$ cat src/rtl/rf_wb_arbiter_if.sv
// Write-back arbiter bus: two producer handshakes, register-file write port,
// and the issue/flush/query side of the pending-write scoreboard.
interface rf_wb_arbiter_if #(
    parameter int NBITS = 32,
    parameter int AW    = 5
);
    logic             A_VALID;
    logic             A_READY;
    logic [AW-1:0]    A_ADDR;
    logic [NBITS-1:0] A_DATA;

    logic             B_VALID;
    logic             B_READY;
    logic [AW-1:0]    B_ADDR;
    logic [NBITS-1:0] B_DATA;

    logic             RF_ENABLE;
    logic             RF_WR;
    logic [AW-1:0]    RF_ADD_WR;
    logic [NBITS-1:0] RF_DATAIN;

    logic             ISSUE_VALID;
    logic [AW-1:0]    ISSUE_ADDR;
    logic             FLUSH;
    logic [AW-1:0]    QUERY_ADDR1;
    logic [AW-1:0]    QUERY_ADDR2;
    logic             QUERY_BUSY1;
    logic             QUERY_BUSY2;

    modport slave (
        input  A_VALID, A_ADDR, A_DATA,
        output A_READY,
        input  B_VALID, B_ADDR, B_DATA,
        output B_READY,
        output RF_ENABLE, RF_WR, RF_ADD_WR, RF_DATAIN,
        input  ISSUE_VALID, ISSUE_ADDR, FLUSH, QUERY_ADDR1, QUERY_ADDR2,
        output QUERY_BUSY1, QUERY_BUSY2
    );

    modport master (
        output A_VALID, A_ADDR, A_DATA,
        input  A_READY,
        output B_VALID, B_ADDR, B_DATA,
        input  B_READY,
        input  RF_ENABLE, RF_WR, RF_ADD_WR, RF_DATAIN,
        output ISSUE_VALID, ISSUE_ADDR, FLUSH, QUERY_ADDR1, QUERY_ADDR2,
        input  QUERY_BUSY1, QUERY_BUSY2
    );
endinterface

$ cat src/rtl/rf_wb_arbiter.sv
// Round-robin write-back arbiter for the register-file write port, with an
// optional pending-write scoreboard enabled by RF_WB_SCOREBOARD_EN.
module rf_wb_arbiter #(
    parameter int NBITS      = 32,
    parameter int NREGISTERS = 32
) (
    input  logic          CLK,
    input  logic          RESET,
    rf_wb_arbiter_if.slave bus
);
    localparam int AW = $clog2(NREGISTERS);

    typedef enum logic {
        LAST_A = 1'b0,
        LAST_B = 1'b1
    } last_t;

    last_t            last, last_next;
    logic             grant_a, grant_b, xfer;
    logic [AW-1:0]    win_addr;
    logic [NBITS-1:0] win_data;

    logic             rf_wr;
    logic             rf_enable;
    logic [AW-1:0]    rf_addr;
    logic [NBITS-1:0] rf_data;

    always_ff @(posedge CLK or negedge RESET) begin
        if (!RESET) begin
            last <= LAST_B;
        end else begin
            last <= last_next;
        end
    end

    // READY is gated by RESET so no grant is visible while reset is held
    always_comb begin
        grant_a   = RESET && bus.A_VALID && (!bus.B_VALID || last == LAST_B);
        grant_b   = RESET && bus.B_VALID && (!bus.A_VALID || last == LAST_A);
        xfer      = grant_a || grant_b;
        last_next = last;
        win_addr  = bus.B_ADDR;
        win_data  = bus.B_DATA;
        if (grant_a) begin
            last_next = LAST_A;
            win_addr  = bus.A_ADDR;
            win_data  = bus.A_DATA;
        end else if (grant_b) begin
            last_next = LAST_B;
        end
    end

    always_ff @(posedge CLK or negedge RESET) begin
        if (!RESET) begin
            rf_wr     <= 1'b0;
            rf_enable <= 1'b0;
            rf_addr   <= '0;
            rf_data   <= '0;
        end else begin
            rf_enable <= 1'b1;
            rf_wr     <= xfer && (win_addr != '0);
            if (xfer) begin
                rf_addr <= win_addr;
                rf_data <= win_data;
            end
        end
    end

    assign bus.A_READY   = grant_a;
    assign bus.B_READY   = grant_b;
    assign bus.RF_WR     = rf_wr;
    assign bus.RF_ENABLE = rf_enable;
    assign bus.RF_ADD_WR = rf_addr;
    assign bus.RF_DATAIN = rf_data;

`ifdef RF_WB_SCOREBOARD_EN
    logic [NREGISTERS-1:0] busy, busy_next;

    // Order matters: issue beats the write-back clear, flush beats everything
    always_comb begin
        busy_next = busy;
        if (rf_wr) begin
            busy_next[rf_addr] = 1'b0;
        end
        if (bus.ISSUE_VALID) begin
            busy_next[bus.ISSUE_ADDR] = 1'b1;
        end
        if (bus.FLUSH) begin
            busy_next = '0;
        end
        busy_next[0] = 1'b0;
    end

    always_ff @(posedge CLK or negedge RESET) begin
        if (!RESET) begin
            busy <= '0;
        end else begin
            busy <= busy_next;
        end
    end

    assign bus.QUERY_BUSY1 = busy[bus.QUERY_ADDR1];
    assign bus.QUERY_BUSY2 = busy[bus.QUERY_ADDR2];
`else
    logic unused_sb;
    assign unused_sb = ^{bus.ISSUE_VALID, bus.ISSUE_ADDR, bus.FLUSH,
                         bus.QUERY_ADDR1, bus.QUERY_ADDR2};

    assign bus.QUERY_BUSY1 = 1'b0;
    assign bus.QUERY_BUSY2 = 1'b0;
`endif
endmodule
$ cat src/flat_wrapper.sv
// flat-port wrapper written by rule: the top's interface ports become plain ports
module rf_wb_arbiter_flat 
#(
    parameter int NBITS      = 32,
    parameter int NREGISTERS = 32
)
  (CLK, RESET, bus_A_VALID, bus_A_ADDR, bus_A_DATA, bus_A_READY, bus_B_VALID, bus_B_ADDR, bus_B_DATA, bus_B_READY, bus_RF_ENABLE, bus_RF_WR, bus_RF_ADD_WR, bus_RF_DATAIN, bus_ISSUE_VALID, bus_ISSUE_ADDR, bus_FLUSH, bus_QUERY_ADDR1, bus_QUERY_ADDR2, bus_QUERY_BUSY1, bus_QUERY_BUSY2);
  rf_wb_arbiter_if #(.NBITS(NBITS)) bus_i ();
  input  logic CLK;
  input  logic RESET;
  input wire logic [$bits(bus_i.A_VALID)-1:0] bus_A_VALID;
  input wire logic [$bits(bus_i.A_ADDR)-1:0] bus_A_ADDR;
  input wire logic [$bits(bus_i.A_DATA)-1:0] bus_A_DATA;
  output wire logic [$bits(bus_i.A_READY)-1:0] bus_A_READY;
  input wire logic [$bits(bus_i.B_VALID)-1:0] bus_B_VALID;
  input wire logic [$bits(bus_i.B_ADDR)-1:0] bus_B_ADDR;
  input wire logic [$bits(bus_i.B_DATA)-1:0] bus_B_DATA;
  output wire logic [$bits(bus_i.B_READY)-1:0] bus_B_READY;
  output wire logic [$bits(bus_i.RF_ENABLE)-1:0] bus_RF_ENABLE;
  output wire logic [$bits(bus_i.RF_WR)-1:0] bus_RF_WR;
  output wire logic [$bits(bus_i.RF_ADD_WR)-1:0] bus_RF_ADD_WR;
  output wire logic [$bits(bus_i.RF_DATAIN)-1:0] bus_RF_DATAIN;
  input wire logic [$bits(bus_i.ISSUE_VALID)-1:0] bus_ISSUE_VALID;
  input wire logic [$bits(bus_i.ISSUE_ADDR)-1:0] bus_ISSUE_ADDR;
  input wire logic [$bits(bus_i.FLUSH)-1:0] bus_FLUSH;
  input wire logic [$bits(bus_i.QUERY_ADDR1)-1:0] bus_QUERY_ADDR1;
  input wire logic [$bits(bus_i.QUERY_ADDR2)-1:0] bus_QUERY_ADDR2;
  output wire logic [$bits(bus_i.QUERY_BUSY1)-1:0] bus_QUERY_BUSY1;
  output wire logic [$bits(bus_i.QUERY_BUSY2)-1:0] bus_QUERY_BUSY2;
  assign bus_i.A_VALID = bus_A_VALID;
  assign bus_i.A_ADDR = bus_A_ADDR;
  assign bus_i.A_DATA = bus_A_DATA;
  assign bus_A_READY = bus_i.A_READY;
  assign bus_i.B_VALID = bus_B_VALID;
  assign bus_i.B_ADDR = bus_B_ADDR;
  assign bus_i.B_DATA = bus_B_DATA;
  assign bus_B_READY = bus_i.B_READY;
  assign bus_RF_ENABLE = bus_i.RF_ENABLE;
  assign bus_RF_WR = bus_i.RF_WR;
  assign bus_RF_ADD_WR = bus_i.RF_ADD_WR;
  assign bus_RF_DATAIN = bus_i.RF_DATAIN;
  assign bus_i.ISSUE_VALID = bus_ISSUE_VALID;
  assign bus_i.ISSUE_ADDR = bus_ISSUE_ADDR;
  assign bus_i.FLUSH = bus_FLUSH;
  assign bus_i.QUERY_ADDR1 = bus_QUERY_ADDR1;
  assign bus_i.QUERY_ADDR2 = bus_QUERY_ADDR2;
  assign bus_QUERY_BUSY1 = bus_i.QUERY_BUSY1;
  assign bus_QUERY_BUSY2 = bus_i.QUERY_BUSY2;
  rf_wb_arbiter #(.NBITS(NBITS), .NREGISTERS(NREGISTERS)) u_core (.CLK(CLK), .RESET(RESET), .bus(bus_i));
endmodule
$ cat config.mk
export PLATFORM = sky130hd
export DESIGN_NAME = rf_wb_arbiter_flat
export DESIGN_NICKNAME = d
export VERILOG_FILES = /design/src/rtl/rf_wb_arbiter_if.sv /design/src/rtl/rf_wb_arbiter.sv /design/src/flat_wrapper.sv
export SDC_FILE = /design/constraint.sdc
export NUM_CORES = 1
export LEC_CHECK = 0
export ABC_AREA = 1
export CORE_AREA = 3 3 56 68
export CTS_CLUSTER_DIAMETER = 150
export DETAILED_ROUTE_END_ITERATION = 12
export DIE_AREA = 0 0 59 71
export DONT_BUFFER_PORTS = 1
export PLACE_DENSITY = 0.78
export REMOVE_ABC_BUFFERS = 1
export SYNTH_ARGS = -nofsm -noshare
export SYNTH_HDL_FRONTEND = slang
export SYNTH_SLANG_ARGS = --single-unit
export TNS_END_PERCENT = 20
$ cat constraint.sdc
create_clock -name CLK -period 1.7 [get_ports CLK]
set_input_delay 0.51 -clock CLK [delete_from_list [all_inputs] [get_ports CLK]]
set_output_delay 0.51 -clock CLK [all_outputs]
set_load 0.005 [all_outputs]
# == Yosys cells after proc, flatten, opt, wreduce, memory -nomap -nowiden ==
# Index checks and enable logic that the tools add are counted.
# word_totals
regBits,40
in_bits,95
output_inout_bits,43
elab_cells,22
# op_classes
mux,4
n_bitwise,1
n_reduce_logical,12
# ops
cell,count
two-way mux 32 bit,1
logical AND 1 bit,5
two-way mux 5 bit,1
nonzero test 5 bit,1
logical OR 1 bit,3
zero test 1 bit,2
two-way mux 1 bit,2
nonzero test 2 bit,1
NOT 1 bit,1

# == Longest topological paths before layout ==
# Gate-level depths: netlist (run 1).
# logic_depth
depth_word,6
depth_mapped,9

# == Worst setup path before layout (run 1) ==
# OpenSTA, ideal clock, no wires.
# synth_timing
kind,input to output
from,input port bus_A_VALID
to,output port bus_A_READY
arrival_ns,0.955
slack_ns,0.235
cell_stages,5
n_path_buf,1
path_cell_list,nand2_1 > inv_2 > nand2_4 > inv_2 > buf_4
# synth_between
elab_chain_cells,2
# synth_rtl
item,line,source
from (decl),flat_wrapper.sv:11,input wire logic [$bits(bus_i.A_VALID)-1:0] bus_A_VALID;
logical AND 1 bit (2 in a row),rf_wb_arbiter.sv:38,grant_a = RESET && bus.A_VALID && (!bus.B_VALID || last == LAST_B);
to (decl),flat_wrapper.sv:14,output wire logic [$bits(bus_i.A_READY)-1:0] bus_A_READY;
# No other way between the ends.

# == Final worst setup path (run 1) ==
# layout_timing
from,register u_core.last
to,output port bus_A_READY
# layout_between
elab_chain_cells,2
# layout_rtl
item,line,source
from (decl),rf_wb_arbiter.sv:18,"last_t last, last_next;"
from (signal assigned),rf_wb_arbiter.sv:32,last <= last_next;
logical OR 1 bit,rf_wb_arbiter.sv:38,
logical AND 1 bit,rf_wb_arbiter.sv:38,
# No other way between the ends.

==> results.cfg, run 1 <==
[routing]
drt_iter0_drc = 52
routed_wl_um = 4200
vias_per_cell = 5.57
routedWlPerCell_um = 15.7
drcViolationCount = 0
ant_nets = 0
routed-via-count = 1492
drt_first_pass_iters = 4

[power_and_ir_drop]
peakVddDrop_mv = 0.732
cellLeakagePower_nw = 0.939
p_per_area_nw_per_um2 = 1060
finalPower_mw = 2.15

[grt]
antenna_found_initial = 0
grt_pass1_vias = 1441
grt.total_usage_pct = 19.7
grt_max_degree = 44
grt_pass1_wl_um = 6340
gr-total-overflow = 0

[timing]
finalWorstSetupSlack_ps = 66.0
max_clock_freq_mhz = 612
min_period_ps = 1630
min_period_over_period_pct = 96.1
setup_tns_ps = 0
clock_skew_ps = 8.07
hold_viol = 0
rsz0062_at_grt = no
finalSetupViolCount = 0
drv_slew = 0

[finish]
drive_above_1_share_pct = 9.52
fin_cells = 268
antenna_cells = 0
nets = 325
syn_to_final_growth_pct = 5.83

[synthesis]
synth_seq_cells = 40
ys_warn_count = 0
synth_area_leader_cell = dfrtp_1
synth.mux.area_fraction_pct = 0
netlist_instances = 232
synth_fa_ha_area_share_pct = 0
netlist-cell-type-count = 22
synthXorXnorAreaFrac_pct = 0
synth.most_common_cell = nand2_1
ys_seq_area_share_pct = 52.5
async_flop_share_pct = 100
syn_avg_cell_area_sq_um = 8.23
synthTopCellsByCount = nand2_1, dfrtp_1, nor2_1
yosysTopAreaCellShare_pct = 51.1
synthesis.area_sq_um = 1910
synth_top_family_by_area = simple AND/OR/NAND/NOR gates
synth_area_leaders = dfrtp_1, nand2_1, a31oi_1
synth_compound_area_share_pct = 13.4
synth-edff-count = 0
synth-simple-area-share_pct = 24.8
ys.flop_type = dfrtp_1

[critical_path]
crit_fanout = 8
crit_required_ps = 1190
timing_worst_setup_path_type = reg2out
critPathArrivalTime_ps = 1120
endpoint_kind = output pin
start_kind = flip-flop

[floorplanning]
core_area_sq_um = 3280
start_util_pct = 58.2
dieArea_sq_um = 4190
die_y_um = 71
die_w_um = 59
io_pins = 138
fp-row-count = 23

[placement]
place_inst = 259
portBuffers = 0
dp_hpwl_um = 3090
place_ws_ps = 233
gp_congestion = 0.679

[run]
drv_cap = 0

[hold_path]
hp-class = in2async

[outcome]
status = completed

[clocking]
cts.clk_slew.worst_paths_ps = 80
cts-root-buf = clkbuf_8
clock-sinks = 40
cts_tree = yes
cts_made_buffers = 5
htree_levels = 2
clk_latency_ps = 280
clock_path_buffers = 2
kinds of logic (layout without fill, tap and decap cells):
logic type,Yosys count,after routing
other,2,3
AO/OA/AOI/OAI,41,41
AND/OR/NAND/NOR,121,121
buffers and inverters,28,26
flip-flops,40,40
layout make-up:
| cell class | instances | area (sq um) |
|---|---|---|
| Multi-Input combinational cell | 165 | 746 |
| Fill cell | 315 | 1260 |
| Sequential cell | 40 | 1000 |
| Timing Repair Buffer | 7 | 90.1 |
| Inverter | 11 | 46.3 |
| Clock buffer | 8 | 90.1 |
| Tap cell | 37 | 46.3 |
what timing repair did:
item / 4_1_cts / 5_1_grt
hold buffers: 1 / 0
endpoints found under the hold margin: 39 / 0
resized for setup: 1 / 2
buffers inserted: 0 / 0
endpoints found under the setup margin: 1 / 1
cell usage in the layout, fill, tap and decap left out, drive strengths merged, types with 3 or more instances in the layout:
| cell type | Yosys | routed |
|---|---|---|
| nand2 | 83 | 83 |
| dfrtp | 39 | 39 |
| clkbuf | 3 | 8 |
| conb | 2 | 3 |
| inv | 11 | 11 |
| o21ai | 7 | 7 |
| nand3 | 3 | 3 |
| nor2 | 34 | 34 |
| a31oi | 32 | 32 |
| buf | 14 | 7 |
worst max-delay path: stages (launching register included):
cell,delay [ps]
dfstp_2,540
inv_2,50
nand2_4,80
nand2_4,80
inv_6,90
sequential cells by signal, summed over array words and instances (netlist names):
name                  count
u_core.bus.RF_DATAIN     32
u_core.bus.RF_ADD_WR      5
u_core.bus.RF_ENABLE      1
u_core.bus.RF_WR          1
u_core.last               1
metrics by stage:
step,area [sq um],hold slack (ps),util (%)
2_1_floorplan,1780,214,-
3_3_place_gp,1900,215,57.9
3_5_place_dp,1900,215,57.9
4_1_cts,2010,54.5,61.4
5_1_grt,2020,48.9,61.6
6_report,2020,61.2,61.6
worst paths after layout:
| path | from | end | slack [ps] | cells after the start |
|---|---|---|---|---|
| min in group CLK | bus_A_DATA[5] | u_core.bus.RF_DATAIN[5] | 370 | 2 |
| setup / recovery | u_core.last | bus_A_READY | 70 | 4 |
| hold reg to reg | u_core.bus.RF_ADD_WR[4] | u_core.bus.RF_ADD_WR[4] | 520 | 2 |
| hold / removal | RESET | u_core.bus.RF_DATAIN[28] | 60 | 1 |
| setup reg to reg | u_core.last | u_core.bus.RF_WR | 320 | 8 |
| max in group asynchronous | RESET | u_core.bus.RF_DATAIN[2] | 1440 | 1 |
layer usage:
metal  routed length, um  up-vias  track usage [%]  part of all wire [%]
met2                2120       68             32.2                    50
met1                1660      676             24.1                    40
met3                 395        2             5.84                   9.4
met5                   0        -                0                     0
li1                    -      746                -                     -
met4                  21        0             8.06                  0.50
power by group:
part | internal, mW | switching (mW)
sequential | 1.09 | 0.110
combinational | 0.127 | 0.188
clock | 0.331 | 0.299
Power figures use the tool's default switching activity.
==> run 2: changes to the inputs <==
Settings changed: CTS_BUF_LIST set to sky130_fd_sc_hd__clkbuf_8.
==> results.cfg, run 2 (synthesized netlist as in run 1, its figures left out) <==
[placement]
dp_hpwl_um = 3090
portBuffers = 0
gp_congestion = 0.679
place_area_sq_um = 1900

[critical_path]
reg2reg_depth = 8
timing_worst_setup_path_type = reg2out
cp_common_cell = nand2_4
endpoint_kind = output pin
crit_fanout = 8
cp_cell_sequence = inv_2 -> nand2_4 -> nand2_4 -> inv_6
slowest_stage = dfstp_2
slowest_delay_ps = 540
reg2reg_from = u_core.last
reg2reg_to = u_core.bus.RF_WR
start_kind = flip-flop
critPathArrivalTime_ps = 1120
crit_required_ps = 1190
ff2ff_setup_slack_ps = 320

[routing]
vias_per_cell = 5.59
routed-via-count = 1497
drt_iter0_drc = 44
routed_wl_um = 4200
routedWlPerCell_um = 15.7
ant_nets = 0
drcViolationCount = 0
drt_first_pass_iters = 4

[finish]
postLayoutCellArea_sq_um = 2020
antenna_cells = 0
final_cell_mix = nand2_1, dfrtp_1, nor2_1
syn_to_final_growth_pct = 5.83
drive_above_1_share_pct = 9.52
largest_register_ffs = 32
nFillCells = 315
final_common_cell = nand2_1
nets = 325

[grt]
grt.total_usage_pct = 19.7
grt_pass1_wl_um = 6340
grt_max_degree = 44
antenna_found_initial = 0
gr-total-overflow = 0
grt_pass1_vias = 1441

[floorplanning]
die_w_um = 59
dieArea_sq_um = 4190
io_pins = 138
core_area_sq_um = 3280
start_util_pct = 58.2
fp-row-count = 23
die_y_um = 71

[power_and_ir_drop]
p_per_area_nw_per_um2 = 1060
cellLeakagePower_nw = 0.947
finalPower_mw = 2.14
peakVddDrop_mv = 0.736

[clocking]
clk_latency_ps = 280
cts_tree = yes
htree_levels = 2
clock_path_buffers = 2
cts.clk_slew.worst_paths_ps = 80
cts-root-buf = clkbuf_8
cts_made_buffers = 5
clock-sinks = 40

[timing]
max_clock_freq_mhz = 612
rsz0062_at_grt = no
min_period_ps = 1630
min_period_over_period_pct = 96.2
clock_skew_ps = 7.90
hold_viol = 0
finalSetupViolCount = 0
drv_slew = 0

[hold_path]
hp-class = in2async

[outcome]
status = completed

[run]
drv_cap = 0
[run 2: changes by cell type in the layout (fill, tap and decap cells not counted), sizes merged]
cell / before / now
inv: 11 / 13
clkbuf: 8 / 6
[run 2: worst max-delay path by stage]
| stage | cells past startpoint | from | endpoint |
|---|---|---|---|
| floorplan | 5 | bus_A_VALID | u_core.bus.RF_ADD_WR[0] |
| global placement | 7 | RESET | u_core.bus.RF_DATAIN[16] |
| detailed placement | 7 | RESET | u_core.bus.RF_DATAIN[21] |
| CTS | 4 | u_core.last | bus_A_READY |
| global route | 4 | u_core.last | bus_A_READY |
| finish | 4 | u_core.last | bus_A_READY |
[run 2: cell type report]
cell class | count | area [sq um] | share of cell area (%)
inverters | 11 | 46.3 | 2.29
flip-flops and latches | 40 | 1000 | 49.6
multi-input cells | 165 | 746 | 36.9
repair buffers | 7 | 90.1 | 4.46
clock buffers | 6 | 82.6 | 4.09
well taps | 37 | 46.3 | 2.29
clock inverters | 2 | 7.51 | 0.372
[run 2: through the flow]
| step | utilization [%] | hold slack, ps | instances | setup TNS (ps) | setup slack, ps |
|---|---|---|---|---|---|
| 6_report | 61.6 | 51.9 | 268 | 0 | 65.1 |
| 2_1_floorplan | - | 214 | 216 | -459 | -87.9 |
| 3_3_place_gp | 57.9 | 215 | 259 | 0 | 276 |
| 4_1_cts | 61.4 | 54.5 | 268 | 0 | 29.2 |
| 3_5_place_dp | 57.9 | 215 | 259 | 0 | 233 |
| 5_1_grt | 61.6 | 48.9 | 268 | 0 | 20.3 |
[run 2: critical path, delay by kind of cell, from the launching register on]
| kind | cells | cell delay (ps) |
|---|---|---|
| buffers and inverters | 2 | 140 |
| flip-flops | 1 | 540 |
| AND/OR/NAND/NOR | 2 | 160 |
[run 2: timing repair]
| item | CTS | global route |
|---|---|---|
| gates resized for setup | 1 | 2 |
| setup endpoints to repair | 1 | 1 |
| setup buffers | 0 | 0 |
| endpoints found under the hold margin | 39 | 0 |
| hold buffers | 1 | 0 |
[run 2: routing by layer]
layer | GRT usage [%] | share of wire, %
met1 | 24.1 | 40
met2 | 32.2 | 50
met3 | 5.84 | 9.3
met4 | 8.06 | 0.81
met5 | 0 | 0
[run 2: power breakdown]
| group | internal [mW] | total, mW | switching (mW) | leakage, nW |
|---|---|---|---|---|
| combinational | 0.127 | 0.315 | 0.188 | 0.439 |
| clock | 0.319 | 0.621 | 0.302 | 0.0538 |
| sequential | 1.09 | 1.20 | 0.110 | 0.454 |
==> run 3: changes to the inputs <==
Settings changed: CORE_AREA 3 3 56 68 to 3 3 71 86, DIE_AREA 0 0 59 71 to 0 0 74 89, DONT_BUFFER_PORTS 1 to not set, PLACE_DENSITY 0.78 to 0.86.
==> results.cfg, run 3 (synthesized netlist as in run 1, its figures left out) <==
[outcome]
status = completed

[placement]
place_ws_ps = -632
dp_hpwl_um = 4170
place_inst = 405
gp_congestion = 0.764
portBuffers = 118

[clocking]
clock-sinks = 40
clk_latency_ps = 290
cts_made_buffers = 5
cts_tree = yes
htree_levels = 2
cts-root-buf = clkbuf_8
clock_path_buffers = 2
cts.clk_slew.worst_paths_ps = 70

[grt]
grt_pass1_vias = 1927
gr-total-overflow = 0
grt_pass1_wl_um = 8610
use_met1_pct = 18.4
use_met3_pct = 3.94
grt.total_usage_pct = 17.0
grt_max_degree = 41
antenna_found_initial = 0
met2_usage_pct = 30.6
grt.busiest_layer = met2

[critical_path]
crit_required_ps = 1190
start_kind = flip-flop
slowest_stage = clkdlybuf4s50_1
crit_fanout = 2
path_delay_family = buffers and inverters
critPathArrivalTime_ps = 1150
crit_cells = 1
timing_worst_setup_path_type = reg2out
reg2reg_from = u_core.last
reg2reg_to = u_core.bus.RF_DATAIN[2]
path_buf_inv = 1
reg2reg_depth = 7
ff2ff_setup_slack_ps = 270
slowest_delay_ps = 510
endpoint_kind = output pin
cp_cell_sequence = clkdlybuf4s50_1

[floorplanning]
die_w_um = 74
dieArea_sq_um = 6590
fp-row-count = 29
io_pins = 138
start_util_pct = 35.8
die_y_um = 89
core_area_sq_um = 5330

[finish]
fin_cells = 415
antenna_cells = 0
largest_register_ffs = 32
seqCellArea_sq_um = 1000
final_util_pct = 62.5
syn_to_final_growth_pct = 74.6
drive_above_1_share_pct = 9.63
final_cell_mix = clkdlybuf4s50_1, nand2_1, dfrtp_1
nFillCells = 444
nets = 447
multiInputGateArea_sq_um = 752
final_common_cell = clkdlybuf4s50_1

[timing]
drv_slew = 0
max_slew.worst_pin.slew_ps = 503
clock_skew_ps = 4.29
relSlewSlack_pct = 66.5
hold_ws_ps = 344
max_clock_freq_mhz = 603
finalWorstSetupSlack_ps = 40.5
min_period_ps = 1660
hold_viol = 0
finalSetupViolCount = 0
min_period_over_period_pct = 97.6

[power_and_ir_drop]
finalPower_mw = 2.78
p_per_area_nw_per_um2 = 833
cellLeakagePower_nw = 1.62
peakVddDrop_mv = 0.562

[run]
drv_cap = 0

[routing]
vias_per_cell = 4.86
drt_first_pass_iters = 4
routedWlPerCell_um = 13.5
ant_nets = 0
drt_iter0_drc = 81
drcViolationCount = 0
routed-via-count = 2017
routed_wl_um = 5620

[hold_path]
hp-class = in2async
[run 3: power by group]
group          internal (mW)  switching [mW]  total (mW)
combinational          0.482           0.302       0.784
clock                  0.518           0.319       0.837
sequential              1.09          0.0660        1.16
total                   2.09           0.687        2.78
[run 3: stage by stage]
step                setup TNS, ps  instance area (sq um)
floorplan                    -459                   1780
global placement            -9120                   3130
detailed placement         -10810                   3130
CTS                             0                   3270
global route                -6.52                   3330
finish                          0                   3330
[run 3: cell type report]
class                      count  share of cell area, %
clock inverter                 1                  0.901
clock buffer                   7                   2.89
tap                           62                   2.33
inverter                      11                   1.31
timing repair buffer         129                   39.9
multi-input combinational    165                   22.6
sequential                    40                   30.1
[run 3: per-layer routing]
layer	up-vias	wire length, um
li1	984	-
met1	921	2050
met2	94	2870
met3	18	471
met4	0	232
met5	-	0
[run 3: what timing repair did]
item                       in CTS  in global routing
hold buffers                    0                  0
pin swaps                       0                  1
setup endpoints to repair       4                 25
buffers inserted                2                  0
gates resized for setup        12                 29
[run 3: worst max-delay path by stage]
stage / startpoint / to
2_1_floorplan: bus_A_VALID / u_core.bus.RF_ADD_WR[0]
3_3_place_gp: bus_A_VALID / bus_A_READY
3_5_place_dp: bus_A_VALID / bus_A_READY
4_1_cts: u_core.bus.RF_DATAIN[22] / bus_RF_DATAIN[22]
5_1_grt: u_core.last / bus_A_READY
6_report: u_core.bus.RF_ADD_WR[0] / bus_RF_ADD_WR[0]
